==> src/rtl/nibble_adder_seq_pkg.sv <==
// Shared definitions for nibble_adder_seq.
//   NIBBLE_W : width of the single nibble adder slice
//   state_t  : control FSM states (IDLE, RUN, DONE)
package nibble_adder_seq_pkg;

  localparam int NIBBLE_W = 4;

  typedef enum logic [1:0] {
    IDLE = 2'd0,
    RUN  = 2'd1,
    DONE = 2'd2
  } state_t;

endpackage

==> src/rtl/nibble_adder_seq_fulladder4.sv <==
// fulladder4: 4-bit ripple adder slice, the only arithmetic resource of
// nibble_adder_seq.
//   a_i, b_i : nibble operands
//   carry_i  : carry in
//   sum_o    : nibble sum
//   carry_o  : carry out of the nibble
module fulladder4
  import nibble_adder_seq_pkg::*;
(
  input  logic [NIBBLE_W-1:0] a_i,
  input  logic [NIBBLE_W-1:0] b_i,
  input  logic                carry_i,
  output logic [NIBBLE_W-1:0] sum_o,
  output logic                carry_o
);

  logic [NIBBLE_W:0] w_sum;

  assign w_sum   = {1'b0, a_i} + {1'b0, b_i} + {{NIBBLE_W{1'b0}}, carry_i};
  assign sum_o   = w_sum[NIBBLE_W-1:0];
  assign carry_o = w_sum[NIBBLE_W];

endmodule

==> src/rtl/nibble_adder_seq.sv <==
// nibble_adder_seq: WIDTH-bit add/subtract computed one nibble per cycle
// through a single fulladder4 slice.
//
// Handshake: a transfer happens on a rising edge where valid and ready are
// both 1. Requests are taken only in IDLE (req_ready_o). A response is
// offered in DONE (rsp_valid_o) and held stable until rsp_ready_i is seen.
//
// Ports
//   clk_i, rst_ni          : clock, asynchronous active-low reset
//   req_valid_i/req_ready_o: request handshake
//   a_i, b_i, sub_i,carry_i: operands, 1=subtract (a-b), add carry-in
//   rsp_valid_o/rsp_ready_i: response handshake
//   sum_o, carry_o         : result and final carry (1 = no borrow on sub)
//   busy_o                 : operation in progress (RUN or DONE)
//   dbg_state_o            : current FSM state, for observation only
module nibble_adder_seq
  import nibble_adder_seq_pkg::*;
#(
  parameter int WIDTH = 32
) (
  input  logic             clk_i,
  input  logic             rst_ni,
  input  logic             req_valid_i,
  output logic             req_ready_o,
  input  logic [WIDTH-1:0] a_i,
  input  logic [WIDTH-1:0] b_i,
  input  logic             sub_i,
  input  logic             carry_i,
  output logic             rsp_valid_o,
  input  logic             rsp_ready_i,
  output logic [WIDTH-1:0] sum_o,
  output logic             carry_o,
  output logic             busy_o,
  output logic [1:0]       dbg_state_o
);

  localparam int NIB   = WIDTH / NIBBLE_W;
  // Counter also holds NIB: the cycle after the last nibble, which makes the
  // response appear NIB+1 cycles after acceptance.
  localparam int CNT_W = $clog2(NIB + 1);

  state_t             r_state;
  state_t             w_state_nxt;
  logic [WIDTH-1:0]   r_a;
  logic [WIDTH-1:0]   r_b;
  logic               r_sub;
  logic               r_carry;
  logic [WIDTH-1:0]   r_result;
  logic [CNT_W-1:0]   r_cnt;

  logic [NIBBLE_W-1:0] w_a_nib;
  logic [NIBBLE_W-1:0] w_b_nib;
  logic [NIBBLE_W-1:0] w_b_eff;
  logic [NIBBLE_W-1:0] w_fa_sum;
  logic                w_fa_carry;
  logic                w_accept;
  logic                w_last;
  logic                w_step;

  assign w_accept = (r_state == IDLE) && req_valid_i;
  assign w_last   = (r_cnt == CNT_W'(NIB));
  assign w_step   = (r_state == RUN) && !w_last;

  // FSM state register
  always_ff @(posedge clk_i or negedge rst_ni) begin
    if (!rst_ni) begin
      r_state <= IDLE;
    end else begin
      r_state <= w_state_nxt;
    end
  end

  // FSM next state
  always_comb begin
    w_state_nxt = r_state;
    case (r_state)
      IDLE:    if (req_valid_i) w_state_nxt = RUN;
      RUN:     if (w_last)      w_state_nxt = DONE;
      DONE:    if (rsp_ready_i) w_state_nxt = IDLE;
      default:                  w_state_nxt = IDLE;
    endcase
  end

  // Select the current nibble; out-of-range counter values yield zero.
  always_comb begin
    w_a_nib = '0;
    w_b_nib = '0;
    for (int i = 0; i < NIB; i++) begin
      if (r_cnt == CNT_W'(i)) begin
        w_a_nib = r_a[i*NIBBLE_W +: NIBBLE_W];
        w_b_nib = r_b[i*NIBBLE_W +: NIBBLE_W];
      end
    end
  end

  // Subtract as a + ~b + 1; the +1 comes from the carry register preload.
  assign w_b_eff = r_sub ? ~w_b_nib : w_b_nib;

  fulladder4 u_fa (
    .a_i     (w_a_nib),
    .b_i     (w_b_eff),
    .carry_i (r_carry),
    .sum_o   (w_fa_sum),
    .carry_o (w_fa_carry)
  );

  // Datapath registers
  always_ff @(posedge clk_i or negedge rst_ni) begin
    if (!rst_ni) begin
      r_a      <= '0;
      r_b      <= '0;
      r_sub    <= 1'b0;
      r_carry  <= 1'b0;
      r_result <= '0;
      r_cnt    <= '0;
    end else if (w_accept) begin
      r_a     <= a_i;
      r_b     <= b_i;
      r_sub   <= sub_i;
      r_carry <= sub_i ? 1'b1 : carry_i;
      r_cnt   <= '0;
    end else if (w_step) begin
      for (int i = 0; i < NIB; i++) begin
        if (r_cnt == CNT_W'(i)) begin
          r_result[i*NIBBLE_W +: NIBBLE_W] <= w_fa_sum;
        end
      end
      r_carry <= w_fa_carry;
      r_cnt   <= r_cnt + CNT_W'(1);
    end
  end

  assign req_ready_o = (r_state == IDLE);
  assign rsp_valid_o = (r_state == DONE);
  assign busy_o      = (r_state != IDLE);
  assign sum_o       = r_result;
  assign carry_o     = r_carry;
  assign dbg_state_o = r_state;

endmodule
==> config.mk <==
export PLATFORM = sky130hd
export DESIGN_NAME = nibble_adder_seq
export DESIGN_NICKNAME = d
export VERILOG_FILES = /design/src/rtl/nibble_adder_seq_pkg.sv /design/src/rtl/nibble_adder_seq_fulladder4.sv /design/src/rtl/nibble_adder_seq.sv
export SDC_FILE = /design/constraint.sdc
export NUM_CORES = 1
export LEC_CHECK = 0
export CAP_MARGIN = 20
export CORE_MARGIN = 3
export CORE_UTILIZATION = 35
export CTS_BUF_LIST = sky130_fd_sc_hd__clkbuf_8
export CTS_CLUSTER_SIZE = 30
export DETAILED_ROUTE_END_ITERATION = 12
export GPL_TIMING_DRIVEN = 0
export MAX_ROUTING_LAYER = met4
export PLACE_DENSITY = 0.69
export SYNTH_ARGS = -nofsm -noshare
export SYNTH_HDL_FRONTEND = slang
export SYNTH_SLANG_ARGS = --single-unit
==> constraint.sdc <==
create_clock -name clk_i -period 6.23 [get_ports clk_i]
set_input_delay 0.9345 -clock clk_i [delete_from_list [all_inputs] [get_ports clk_i]]
set_output_delay 0.9345 -clock clk_i [all_outputs]
set_load 0.005 [all_outputs]
* Word-level counts from Yosys, hierarchy flattened
Index checks and enable logic that the tools add are counted.
Widths: inputs -> output; s select.
** Word-level totals
- Output and inout port bits :: 38
- Input bits :: 70
- Word-level logic and storage cells :: 74
- Register bits :: 104
** Cells by class
- Add/subtract/negate cells :: 3
- Bitwise logic cells :: 2
- Equality and inequality tests :: 13
- Reductions and logical operators :: 16
- Multiplexer cells :: 26
** Operators by type and width (count)
- $mux 4 :: 19
- $reduce_and 3->1 :: 9
- $eq 4x3->1 const B :: 4
- $eq 4x2->1 const B :: 2
- $mux 2 :: 3
- $pmux 2 s3 :: 1
- $add 4x4->5 :: 1
- $add 5x1->5 :: 1
- $add 4x1->4 const B :: 1
- $eq 4x1->1 const B :: 1
- $eq 4x4->1 const B :: 1
- $logic_not 4->1 :: 1
- $ne 2x2->1 const B :: 2
- $not 4->4 :: 1
- $reduce_bool 2->1 :: 2
- $mux 1 :: 3
- $eq 2x1->1 const B :: 1
- $eq 2x2->1 const B :: 1
- $logic_and 1x1->1 :: 2
- $logic_not 2->1 :: 1
- $ne 2x1->1 const B :: 1
- $logic_not 1->1 :: 1
- $not 1->1 :: 1

* Depth between registers and ports, before layout
- Depth after elaboration :: 15
- Mapped depth :: 15
- Depth with buffers taken out :: 13

* Cells and area by module
Synthesis repeated with hierarchy kept, for this count alone.
** Unflattened totals
- Cells, all modules :: 514
- Area total of the unflattened synthesis :: 4967.3 µm²
** Modules (own cells, without submodules)
- nibble_adder_seq :: sequential area each 2602.5 µm², times used 1, cells an instance 498, area each 4823.4 µm²
- fulladder4 :: sequential area each 0.0 µm², times used 1, cells an instance 16, area each 143.9 µm²

* Least setup slack after synthesis
No wires, ideal clock.
- Kind :: flip-flop to flip-flop
- Start :: register r_cnt[0]
- End :: register r_result[14], in the netlist sum_o[14]
- Required time :: 6.164 ns
- Stages on the path, launching flop included :: 14
- Buffers on the path :: 2
- Setup slack :: 3.402 ns
- Arrival :: 2.762 ns
- Period minus slack after synthesis :: 2.828 ns
- Library setup time :: 0.066 ns
- Path through :: dfrtp_1 > inv_1 > ha_1 > buf_2 > buf_2 > nand2_1 > o21ai_0 > a22oi_1 > o211ai_1 > fa_1 > inv_1 > fa_1 > xnor2_1 > mux2_2
** On the way
- Word-level cells in the longest chain between the ends :: 13
- Elaborated cells between the ends (all ways) :: 32
- Classes of those cells :: add/sub (2); eq/ne (8); mux (17); bitwise (1); reduce/logical (4)
** RTL lines
- from (decl) :: RTL line nibble_adder_seq.sv:49 : logic [CNT_W-1:0] r_cnt;
- from (signal assigned) :: RTL line nibble_adder_seq.sv:129 : r_cnt <= r_cnt + CNT_W'(1);
- $logic_not 4->1 :: RTL line nibble_adder_seq.sv:89 : if (r_cnt == CNT_W'(i)) begin
- $mux 4 (8 in series) :: RTL line nibble_adder_seq.sv:89
- $not 4->4 :: RTL line nibble_adder_seq.sv:97 : assign w_b_eff = r_sub ? ~w_b_nib : w_b_nib;
- $mux 4 :: RTL line nibble_adder_seq.sv:97
- $add 4x4->5 :: RTL line nibble_adder_seq_fulladder4.sv:19 : assign w_sum = {1'b0, a_i} + {1'b0, b_i} + {{NIBBLE_W{1'b0}}, carry_i};
- $add 5x1->5 :: RTL line nibble_adder_seq_fulladder4.sv:19
- to (signal, indexed assignment) :: RTL line nibble_adder_seq.sv:125 : r_result[i*NIBBLE_W +: NIBBLE_W] <= w_fa_sum;
- to (decl) :: RTL line nibble_adder_seq.sv:48 : logic [WIDTH-1:0] r_result;
Several ways; a longest one is shown, not always the timed one.
A chain may end at the register's enable or synchronous reset.

* Final worst setup path
- Start :: register r_cnt[0]
- End :: register r_result[30], in the netlist sum_o[30]
Same word-level chain as after synthesis.

==> impl_metrics.py <==
metrics = {
    "routing": {
        "route.detailed.drc": 0,
        "firstDrtPassIters": 4,
        "wl_um": 12900,
        "wl_per_cell_um": 17.9,
        "via_count": 3657,
        "vias_per_cell": 5.07,
        "ant_nets": 0,
        "drt_iter0_drc": 162,
    },
    "critical_path": {
        "cp-startpoint": "r_cnt[0]$_DFFE_PN0P_",
        "rr_startpoint": "r_cnt[0]$_DFFE_PN0P_",
        "arrival_ns": 4.15,
        "critPathCaptureType": "register",
        "cp.required_ns": 6.55,
        "critical_path_class": "register to register",
        "critPathMaxFanout": 10,
        "cp-start-kind": "register",
    },
    "logic_synthesis": {
        "synth_nets": 501,
        "synth_seq_area_share_pct": 52.5,
        "async_flop_share_pct": 100,
        "synth_top_family_by_area": "multiplexers",
        "ys_ff_latch": 104,
        "synth_warnings": 0,
        "synth_flop_cell": "dfrtp_1",
        "avgSynthCellArea_sq_um": 11.7,
        "synth.cell_area_sq_mm": 0.00496,
        "netlist_instances": 422,
        "synth_fa_ha_area_share_pct": 2.58,
        "yosysUniqueCellTypes": 45,
        "synth_compound_area_share_pct": 9.77,
        "synth_xor_area_share_pct": 1.77,
        "muxShareOfSynthArea_pct": 18.2,
        "synth_edf_count": 0,
        "synth-simple-area-share_pct": 10.8,
    },
    "layout": {
        "layout.nets": 620,
        "final_area_sq_mm": 0.00646,
        "layout-drive-gt1-share_pct": 23.6,
        "num-fill-cells": 1290,
        "final_cell_count_no_fill": 722,
        "diodes": 0,
        "area_delta_synth_final_pct": 30.3,
    },
    "pwr": {
        "clkPwrFrac_pct": 10.8,
        "p_total_mw": 3.74,
        "p_leak_nw": 2.68,
        "p_int_mw": 2.19,
        "p_comb_share_pct": 57.0,
        "ir_drop_mv": 0.271,
        "p_seq_share_pct": 32.2,
        "powerDensity_mw_per_mm2": 580,
        "p_sw_mw": 1.55,
        "switching_share_pct": 41.5,
    },
    "clocking": {
        "cts_tree": "done",
        "post_cts_buffers": 0,
        "ctsRootBufferMaster": "clkbuf_8",
        "cts_resized": 0,
        "htree_levels": 3,
        "numCtsBuffers": 9,
        "path_clk_slew_ns": 0.10,
        "cts.hold.buffers_added": 0,
        "cts_buffer_depth": 2,
        "cts.sinks": 104,
        "clk_latency_ns": 0.39,
    },
    "status": {
        "outcome": "complete, no violations",
    },
    "timing": {
        "rsz0062_at_grt": "false",
        "tns_ns": 0,
        "post-route-min-period_ns": 3.83,
        "setup_ws_ns": 2.40,
        "slew_viol_final": 0,
        "fin_crit_sh_pct": 61.4,
        "worstMarginPinSlew_ns": 0.978,
        "fmax_ghz": 0.261,
        "setup_viol": 0,
        "slew_headroom_pct": 34.3,
        "hold_viol": 0,
        "skew_ns": 0.0131,
    },
    "global_routing": {
        "globalRoute.totalOverflow": 0,
        "grt-busiest-layer": "met2",
        "groute.usage.overall_pct": 17.5,
        "grt_max_degree": 72,
        "grt_util_met3_pct": 3.84,
        "use_met1_pct": 21.7,
        "grt_pass1_vias": 3987,
        "antenna_found_initial": 0,
        "grt_first_pass_wirelength_um": 20900,
        "use_met2_pct": 28.4,
    },
    "placement": {
        "pre_cts_ws_ns": 2.45,
        "io_buffers": 107,
        "gp_congestion": 0.914,
        "hpwl_um": 9720,
        "placed_cell_area_sq_mm": 0.00627,
        "dp.cells": 706,
    },
    "die": {
        "die_w_um": 125,
        "dieArea_sq_mm": 0.0156,
        "core_area_sq_mm": 0.0136,
        "initial_core_util_pct": 36.6,
        "io_pins": 108,
        "rows": 42,
        "chipHeight_um": 125,
    },
    "worst_hold_path": {
        "min-delay-start": "sum_o[9]$_DFFE_PN0P_",
        "worstHoldPathType": "register to register",
    },
    "job": {
        "cap_violations": 0,
    },
}
[per-layer routing]
metal	share of wire [%]	vias up
met4	2.1	0
met2	50	106
met1	43	1818
met3	5.1	17
li1	-	1716
met5	0	-
[through the flow]
step	utilization (%)	hold slack, ns
after floorplan	-	0.470
after global placement	46.1	0.462
after detailed placement	46.3	0.471
after CTS	47.6	0.490
after global routing	47.6	0.506
final	47.6	0.483
[final timing paths]
check / endpoint / slack (ns) / cells past startpoint
worst min-delay path: sum_o[9]$_DFFE_PN0P_ / 0.48 / 2
max in group asynchronous: r_a[23]$_DFFE_PN0P_ / 5.04 / 2
worst min register to register: sum_o[9]$_DFFE_PN0P_ / 0.48 / 2
worst max-delay path: sum_o[30]$_DFFE_PN0P_ / 2.40 / 12
worst max register to register: sum_o[30]$_DFFE_PN0P_ / 2.40 / 12
min in group asynchronous: r_cnt[2]$_DFFE_PN0P_ / 0.49 / 1
[cell usage in the layout (no fill, tap or decap), types with 2 or more instances in the layout]
cell,netlist,routed
clkdlybuf4s50_1,0,106
dfrtp_1,104,104
mux2_2,79,79
nand2_1,55,55
o21ai_0,27,27
inv_1,15,16
buf_2,15,15
a21oi_1,12,12
clkbuf_8,0,12
buf_4,6,7
a211oi_1,7,7
xnor2_1,7,7
ha_1,7,7
nor2_1,6,6
o211ai_1,6,6
nand3_1,6,6
nand3b_1,5,5
nor2b_1,5,5
o32ai_1,4,4
a221oi_2,4,4
o22ai_1,4,4
nor3_1,4,4
nand2b_1,4,4
nand4_1,4,4
buf_6,3,3
xor2_1,3,3
and2_1,3,3
nor3b_1,3,3
a22oi_1,3,3
clkinv_2,0,3
a221oi_1,2,2
clkbuf_1,2,2
fa_1,2,2
[cells by family (layout without fill, tap and decap cells)]
group                      count (synthesis)  after routing
adders and majority gates                  9              9
and+or+nand+nor                          104            104
DFF                                      104            104
AOI/OAI and AO/OA                         73             73
xor gates and xnor gates                  10             10
buffers and inverters                     42            166
muxes                                     80             80
[critical path, stage by stage (launching register included)]
cell	delay, ns
dfrtp_1	0.43
inv_1	0.14
ha_1	0.26
buf_2	0.26
nand3b_1	0.24
o32ai_1	0.19
o22ai_1	0.17
xnor2_1	0.26
fa_1	0.24
inv_1	0.05
fa_1	0.40
xnor2_1	0.80
mux2_2	0.30
[registers in the layout (all words and copies together), names as in the netlist]
name,flops
r_cnt,4
sum_o,32
r_a,32
carry_o,1
r_b,32
r_sub,1
dbg_state_o,2
[synthesized netlist by cell type (5+ instances only)]
cell type / count / area share, %
a211oi_1: 7 / 1.1
a21oi_1: 12 / 1.2
buf_2: 15 / 1.5
buf_4: 6 / 0.91
dfrtp_1: 104 / 53
ha_1: 7 / 1.8
inv_1: 15 / 1.1
mux2_2: 79 / 18
nand2_1: 55 / 4.2
nand3_1: 6 / 0.61
nand3b_1: 5 / 0.76
nor2_1: 6 / 0.45
nor2b_1: 5 / 0.63
o211ai_1: 6 / 0.91
o21ai_0: 27 / 2.7
xnor2_1: 7 / 1.2
[final cells by class]
class	instances	area, sq um	share of cell area (%)
Tap cell	176	220	3.41
Inverter	15	56.3	0.872
Sequential cell	104	2600	40.3
Clock buffer	12	165	2.56
Clock inverter	4	18.8	0.291
Timing Repair Buffer	108	1100	17.0
Buffer	27	165	2.56
Multi-Input combinational cell	276	2130	33.0
[power groups by stage]
stage                     registers, mW  clock network [mW]  logic, mW
after floorplan                    1.17                   0       1.35
after global placement             1.21                   0       2.09
after detailed placement           1.22                   0       2.18
after CTS                          1.21               0.414       2.18
after global routing               1.25               0.440       2.35
final                              1.20               0.403       2.13
Power figures use the tool's default switching activity.
